[config.mk]
export PLATFORM = sky130hd
export DESIGN_NAME = derr_row_sched
export DESIGN_NICKNAME = d
export VERILOG_FILES = /design/src/rtl/derr_row_sched_pkg.sv /design/src/rtl/derr_row_sched_split.sv /design/src/rtl/derr_row_sched.sv
export SDC_FILE = /design/constraint.sdc
export NUM_CORES = 1
export LEC_CHECK = 0
export CAP_MARGIN = 20
export CORE_MARGIN = 8
export CORE_UTILIZATION = 30
export CTS_BUF_LIST = sky130_fd_sc_hd__clkbuf_4 sky130_fd_sc_hd__clkbuf_8 sky130_fd_sc_hd__clkbuf_16
export CTS_CLUSTER_DIAMETER = 80
export CTS_CLUSTER_SIZE = 24
export DETAILED_ROUTE_END_ITERATION = 6
export SLEW_MARGIN = 20
export SYNTH_ARGS = -nofsm -noshare
export SYNTH_HDL_FRONTEND = slang
export SYNTH_HIERARCHICAL = 1
export SYNTH_SLANG_ARGS = --single-unit
[constraint.sdc]
create_clock -name clk_i -period 3.25 [get_ports clk_i]
set_input_delay 0.65 -clock clk_i [delete_from_list [all_inputs] [get_ports clk_i]]
set_output_delay 0.65 -clock clk_i [all_outputs]
set_load 0.02 [all_outputs]
[src/rtl/derr_row_sched_pkg.sv]
// Shared definitions for the diffusion-error row scheduler and the error split.
package derr_row_sched_pkg;

    localparam int DERR_W = 48;   // 6 signed bytes from the quantiser
    localparam int ERR_W  = 32;   // 4 signed bytes presented / stored
    localparam int CH_W   = 24;   // bits per chroma channel in derr
    localparam int OUT_CH = 16;   // bits per chroma channel in left/top
    localparam int B_A    = 0;    // byte lane of a (kept as l0)
    localparam int B_B    = 1;    // byte lane of b (kept as t0)
    localparam int B_E    = 2;    // byte lane of e (split into l1/t1)

    typedef enum logic [2:0] {
        S_IDLE  = 3'd0,
        S_RD    = 3'd1,
        S_RWAIT = 3'd2,
        S_PRES  = 3'd3,
        S_WDERR = 3'd4,
        S_WR    = 3'd5
    } state_e;

endpackage

[src/rtl/derr_row_sched_split.sv]
// Combinational split of a 48-bit error vector into left and top halves.
// Per channel: l0=a, l1=(3*e)>>>2, t0=b, t1=e-l1 (all signed bytes).
module derr_split
    import derr_row_sched_pkg::*;
(
    input  logic [DERR_W-1:0] derr_i,
    output logic [ERR_W-1:0]  left_o,
    output logic [ERR_W-1:0]  top_o
);

    for (genvar c = 0; c < 2; c++) begin : gen_ch
        logic [7:0] a, b, e, l1;
        logic [9:0] e10, p;

        assign a   = derr_i[c*CH_W + B_A*8 +: 8];
        assign b   = derr_i[c*CH_W + B_B*8 +: 8];
        assign e   = derr_i[c*CH_W + B_E*8 +: 8];
        // 3*e fits in 10 signed bits; >>>2 then truncate to 8 is bits [9:2]
        assign e10 = {{2{e[7]}}, e};
        assign p   = e10 + {e10[8:0], 1'b0};
        assign l1  = p[9:2];

        assign left_o[c*OUT_CH +: 8]     = a;
        assign left_o[c*OUT_CH + 8 +: 8] = l1;
        assign top_o[c*OUT_CH +: 8]      = b;
        assign top_o[c*OUT_CH + 8 +: 8]  = e - l1;
    end

endmodule

[src/rtl/derr_row_sched.sv]
// Per-MB chroma diffusion-error scheduler: reads top errors for column x,
// presents left/top to the quantiser, then writes the new top half back.
module derr_row_sched
    import derr_row_sched_pkg::*;
#(
    parameter int AW      = 10,
    parameter int RAM_LAT = 1
) (
    input  logic              clk_i,
    input  logic              rst_n_i,
    input  logic              mb_start_i,
    input  logic [AW-1:0]     mb_x_i,
    input  logic [9:0]        mb_y_i,
    input  logic              derr_valid_i,
    input  logic [DERR_W-1:0] derr_i,
    output logic              err_vld_o,
    output logic [ERR_W-1:0]  left_err_o,
    output logic [ERR_W-1:0]  top_err_o,
    output logic              busy_o,
    output logic              mb_done_o,
    output logic              ram_en_o,
    output logic              ram_wea_o,
    output logic [AW-1:0]     ram_addr_o,
    output logic [ERR_W-1:0]  ram_wdata_o,
    input  logic [ERR_W-1:0]  ram_rdata_i
);

    localparam logic [1:0] LAT_LAST = 2'(RAM_LAT - 1);

    state_e             state_q, state_d;
    logic [1:0]         cnt_q;
    logic [AW-1:0]      x_q;
    logic [9:0]         y_q;
    logic [ERR_W-1:0]   left_q, lh_q, th_q;
    logic [ERR_W-1:0]   left_err_q, top_err_q;
    logic               err_vld_q, mb_done_q;
    logic [ERR_W-1:0]   split_l, split_t;

    derr_split u_split (
        .derr_i (derr_i),
        .left_o (split_l),
        .top_o  (split_t)
    );

    // State register
    always_ff @(posedge clk_i or negedge rst_n_i) begin
        if (!rst_n_i) state_q <= S_IDLE;
        else          state_q <= state_d;
    end

    // Next-state: fixed read latency, then wait for the quantiser's error vector
    always_comb begin
        state_d = state_q;
        case (state_q)
            S_IDLE:  if (mb_start_i)       state_d = S_RD;
            S_RD:                          state_d = S_RWAIT;
            S_RWAIT: if (cnt_q == LAT_LAST) state_d = S_PRES;
            S_PRES:                        state_d = S_WDERR;
            S_WDERR: if (derr_valid_i)     state_d = S_WR;
            S_WR:                          state_d = S_IDLE;
            default:                       state_d = S_IDLE;
        endcase
    end

    // Line-buffer port and busy decode; the port is only driven in RD and WR
    always_comb begin
        busy_o      = (state_q != S_IDLE);
        ram_en_o    = (state_q == S_RD) || (state_q == S_WR);
        ram_wea_o   = (state_q == S_WR);
        ram_addr_o  = ram_en_o ? x_q : '0;
        ram_wdata_o = (state_q == S_WR) ? th_q : '0;
    end

    // Datapath: MB coordinates, latency counter, presented errors, split results
    always_ff @(posedge clk_i or negedge rst_n_i) begin
        if (!rst_n_i) begin
            cnt_q      <= '0;
            x_q        <= '0;
            y_q        <= '0;
            left_q     <= '0;
            lh_q       <= '0;
            th_q       <= '0;
            left_err_q <= '0;
            top_err_q  <= '0;
            err_vld_q  <= 1'b0;
            mb_done_q  <= 1'b0;
        end else begin
            cnt_q     <= (state_q == S_RWAIT) ? cnt_q + 2'd1 : 2'd0;
            err_vld_q <= (state_q == S_RWAIT) && (state_d == S_PRES);
            mb_done_q <= (state_q == S_WR);
            if (state_q == S_IDLE && mb_start_i) begin
                x_q <= mb_x_i;
                y_q <= mb_y_i;
            end
            // Read data is valid in the last RWAIT cycle; capture it for PRES
            if (state_q == S_RWAIT && state_d == S_PRES) begin
                left_err_q <= (x_q == '0) ? '0 : left_q;
                top_err_q  <= (y_q == '0) ? '0 : ram_rdata_i;
            end
            if (state_q == S_WDERR && derr_valid_i) begin
                lh_q <= split_l;
                th_q <= split_t;
            end
            if (state_q == S_WR) left_q <= lh_q;
        end
    end

    assign err_vld_o  = err_vld_q;
    assign left_err_o = left_err_q;
    assign top_err_o  = top_err_q;
    assign mb_done_o  = mb_done_q;

endmodule
==> out/metrics.cfg <==
[synthesis]
synth-xor-area-share_pct=1.94
postSynthRegisterBits=187
yosysUniqueCellTypes=59
muxShareOfSynthArea_pct=14.4
yosysSeqAreaShare_pct=51.7
ys.flop_type=dfrtp_1
synth_top_family_by_area=multiplexers
yosys.area_share.simple_pct=10.4
syn_inst=736
ys_top_cells_by_area=dfrtp_1 52%, mux2_2 14%, o2bb2ai_1 5.9%
synth_edf_count=0
synth_compound_area_share_pct=10.7
synth_top_area_share_pct=51.7
syn_area_mm2=0.00905
synth-adder-area-share_pct=4.04
syn_nets=865
avgSynthCellArea_um2=12.3
synth-async-reset-ratio_pct=100
yosysTopAreaCell=dfrtp_1
yosys_warnings=6

[drt]
first_iter_violations=219
route.detailed.drc=0
wl_met3_um=1550
detail_route.wl_per_cell_um=17.7
ant_nets=0
routed.top_layer=met5
met1_length_um=11200
dr.pass1.iters=4
wl_met2_um=11200
routed_wl_um=24200
vias=6352
vias_per_cell=4.65

[clock_tree]
cts_tree=done
clock-sinks=187
cts_max_level=4
cts_buffer_depth=2
clk_pin_slew_ns=0.08
cts_root_buffer=clkbuf_16
clk_latency_ns=0.43
cts_made_buffers=17

[floorplanning]
initial_core_util_pct=30.5
die_x_um=190
rows=63
die_h_um=190
dieArea_mm2=0.0360
io_pins=215
core_area_mm2=0.0296

[finish]
synthToLayoutAreaGrowth_pct=36.7
final_common_cell=clkdlybuf4s50_1
drive_gt1_share_pct=26.1
layout_common_cells=210 x clkdlybuf4s50_1, 187 x dfrtp_1, 116 x mux2_2, 70 x nand2_1, 67 x buf_4
nets=1092

[power_and_ir_drop]
max-vdd-ir-drop_uv=447
p_total_mw=9.96
cellPowerDensity_mw_per_mm2=805
p_leak_nw=5.34

[global_route]
grtUsageTotal_pct=13.6
grt_pass1_vias=6759
antenna_found_initial=1
grt-ovfl-total=0
grt_start_max_net_pins=73
grt_pass1_wl_um=39200

[placed_design]
io_buffers=214
place.detailed.hpwl_um=17100
place_ws_ns=-0.350
place_congestion=0.784

[sta]
rsz0062_at_grt=no
fin_crit_sh_pct=96.9
finClkSkew_ns=0.0208
setup_violations=0
max_freq_mhz=317
fin_ws_ns=0.0996
relSlewSlack_pct=46.9
tightest_slew_ns=0.797
setup_tns_ns=0
slew_violations=0
fin_crit_ns=3.15
hold_viol=0

[worst_setup_path]
cpMostUsedCell=fa_1
cp.arrival_ns=3.52
critical_path_peak_fanout=3
slowest_stage=fa_1
slowest_delay_ns=0.56
path_cells=clkdlybuf4s50_1 > buf_4 > fa_1 > ha_1 > inv_1 > fa_1 > a21o_1 > maj3_2 > a2111o_1 > nand4_1 > mux2_2
cp-end-kind=register
cp-start-kind=input port
path_class=in -> reg
crit_required_ns=3.62

[worst_hold_path]
holdCritPathClass=in -> async

[flow_run]
cap_violations=0

[run_status]
outcome=complete, no violations

## layout make-up
type / instances / area, um^2
Tap cell: 390 / 488
Clock buffer: 18 / 439
Multi-Input combinational cell: 445 / 3780
Clock inverter: 14 / 134
Fill cell: 2908 / 17300
Inverter: 27 / 101
Sequential cell: 187 / 4680
Timing Repair Buffer: 285 / 2740
Antenna cell: 1 / 2.50
## state kept, by name, indices dropped and copies added, names as in the netlist
name and flops:
th_q 32, cnt_q 2, left_err_o 32, err_vld_o 1
state_q 3, top_err_o 32, lh_q 32, y_q 10
mb_done_o 1, x_q 10, left_q 32
## cell usage after synthesis, drive strengths merged (5+ instances only)
library cell and n:
dfrtp 187, buf 62, o21ai 9, xnor2 13
mux2 116, ha 21, and2 14, a21o 7
nor3 5, and3 38, nor2 8, xor2 7
o2bb2ai 64, a21oi 13, nand2 70, clkbuf 15
inv 27
## kinds of logic (layout without fill, tap and decap cells)
kind of cell	after synthesis	in the layout
AO/OA/AOI/OAI	113	113
XOR/XNOR	20	20
adder cells (fa/ha/maj)	27	27
buffers and inverters	104	344
flip-flops	187	187
multiplexers	116	116
other	0	1
AND/OR/NAND/NOR	169	169
## where the power goes
part / internal [mW] / switching, mW
registers: 3.36 / 0.588
clock network: 1.04 / 1.01
logic: 2.09 / 1.88
total: 6.48 / 3.48
## timing repair
action                                  in CTS  in global routing
buffers inserted                             0                  0
gates resized for setup                      0                  6
hold buffers                                 0                  0
endpoints found under the setup margin       0                  3
## critical path: cells and delay by family
kind | cells | cell delay (ns)
mux | 1 | 0.14
buf+inv | 3 | 0.63
fa+ha+maj | 4 | 1.43
simple gates | 1 | 0.09
compound gates | 2 | 0.58
## routing by layer
| metal | track usage, % | vias to the layer above |
|---|---|---|
| met4 | 3.22 | 2 |
| li1 | - | 3039 |
| met2 | 21.5 | 154 |
| met1 | 17.9 | 3147 |
| met3 | 4.36 | 10 |
| met5 | 0 | - |
## worst paths after layout
path                                                  from                    endpoint  slack, ns  cells after the start
worst max-delay path                            derr_i[41]        th_q[30]$_DFFE_PN0P_        0.1                     11
worst min-delay path                               rst_n_i         th_q[8]$_DFFE_PN0P_       0.21                      1
worst max register to register        state_q[2]$_DFF_PN0_        th_q[17]$_DFFE_PN0P_       0.74                      4
worst min register to register  left_err_o[26]$_DFFE_PN0P_  left_err_o[26]$_DFFE_PN0P_       0.49                      1
max in group asynchronous                          rst_n_i   top_err_o[30]$_DFFE_PN0P_       2.21                      2
min in group clk_i              left_err_o[26]$_DFFE_PN0P_  left_err_o[26]$_DFFE_PN0P_       0.49                      1
## stage by stage
stage,util (%),instances,area (um^2),hold WS [ns]
global route,41.7,1366,12400,0.228
CTS,41.7,1366,12300,0.227
global placement,39.7,1334,11800,0.472
floorplan,-,736,9050,0.354
detailed placement,39.7,1334,11800,0.473
finish,41.7,1367,12400,0.206
(Power assumes the default switching activity.)
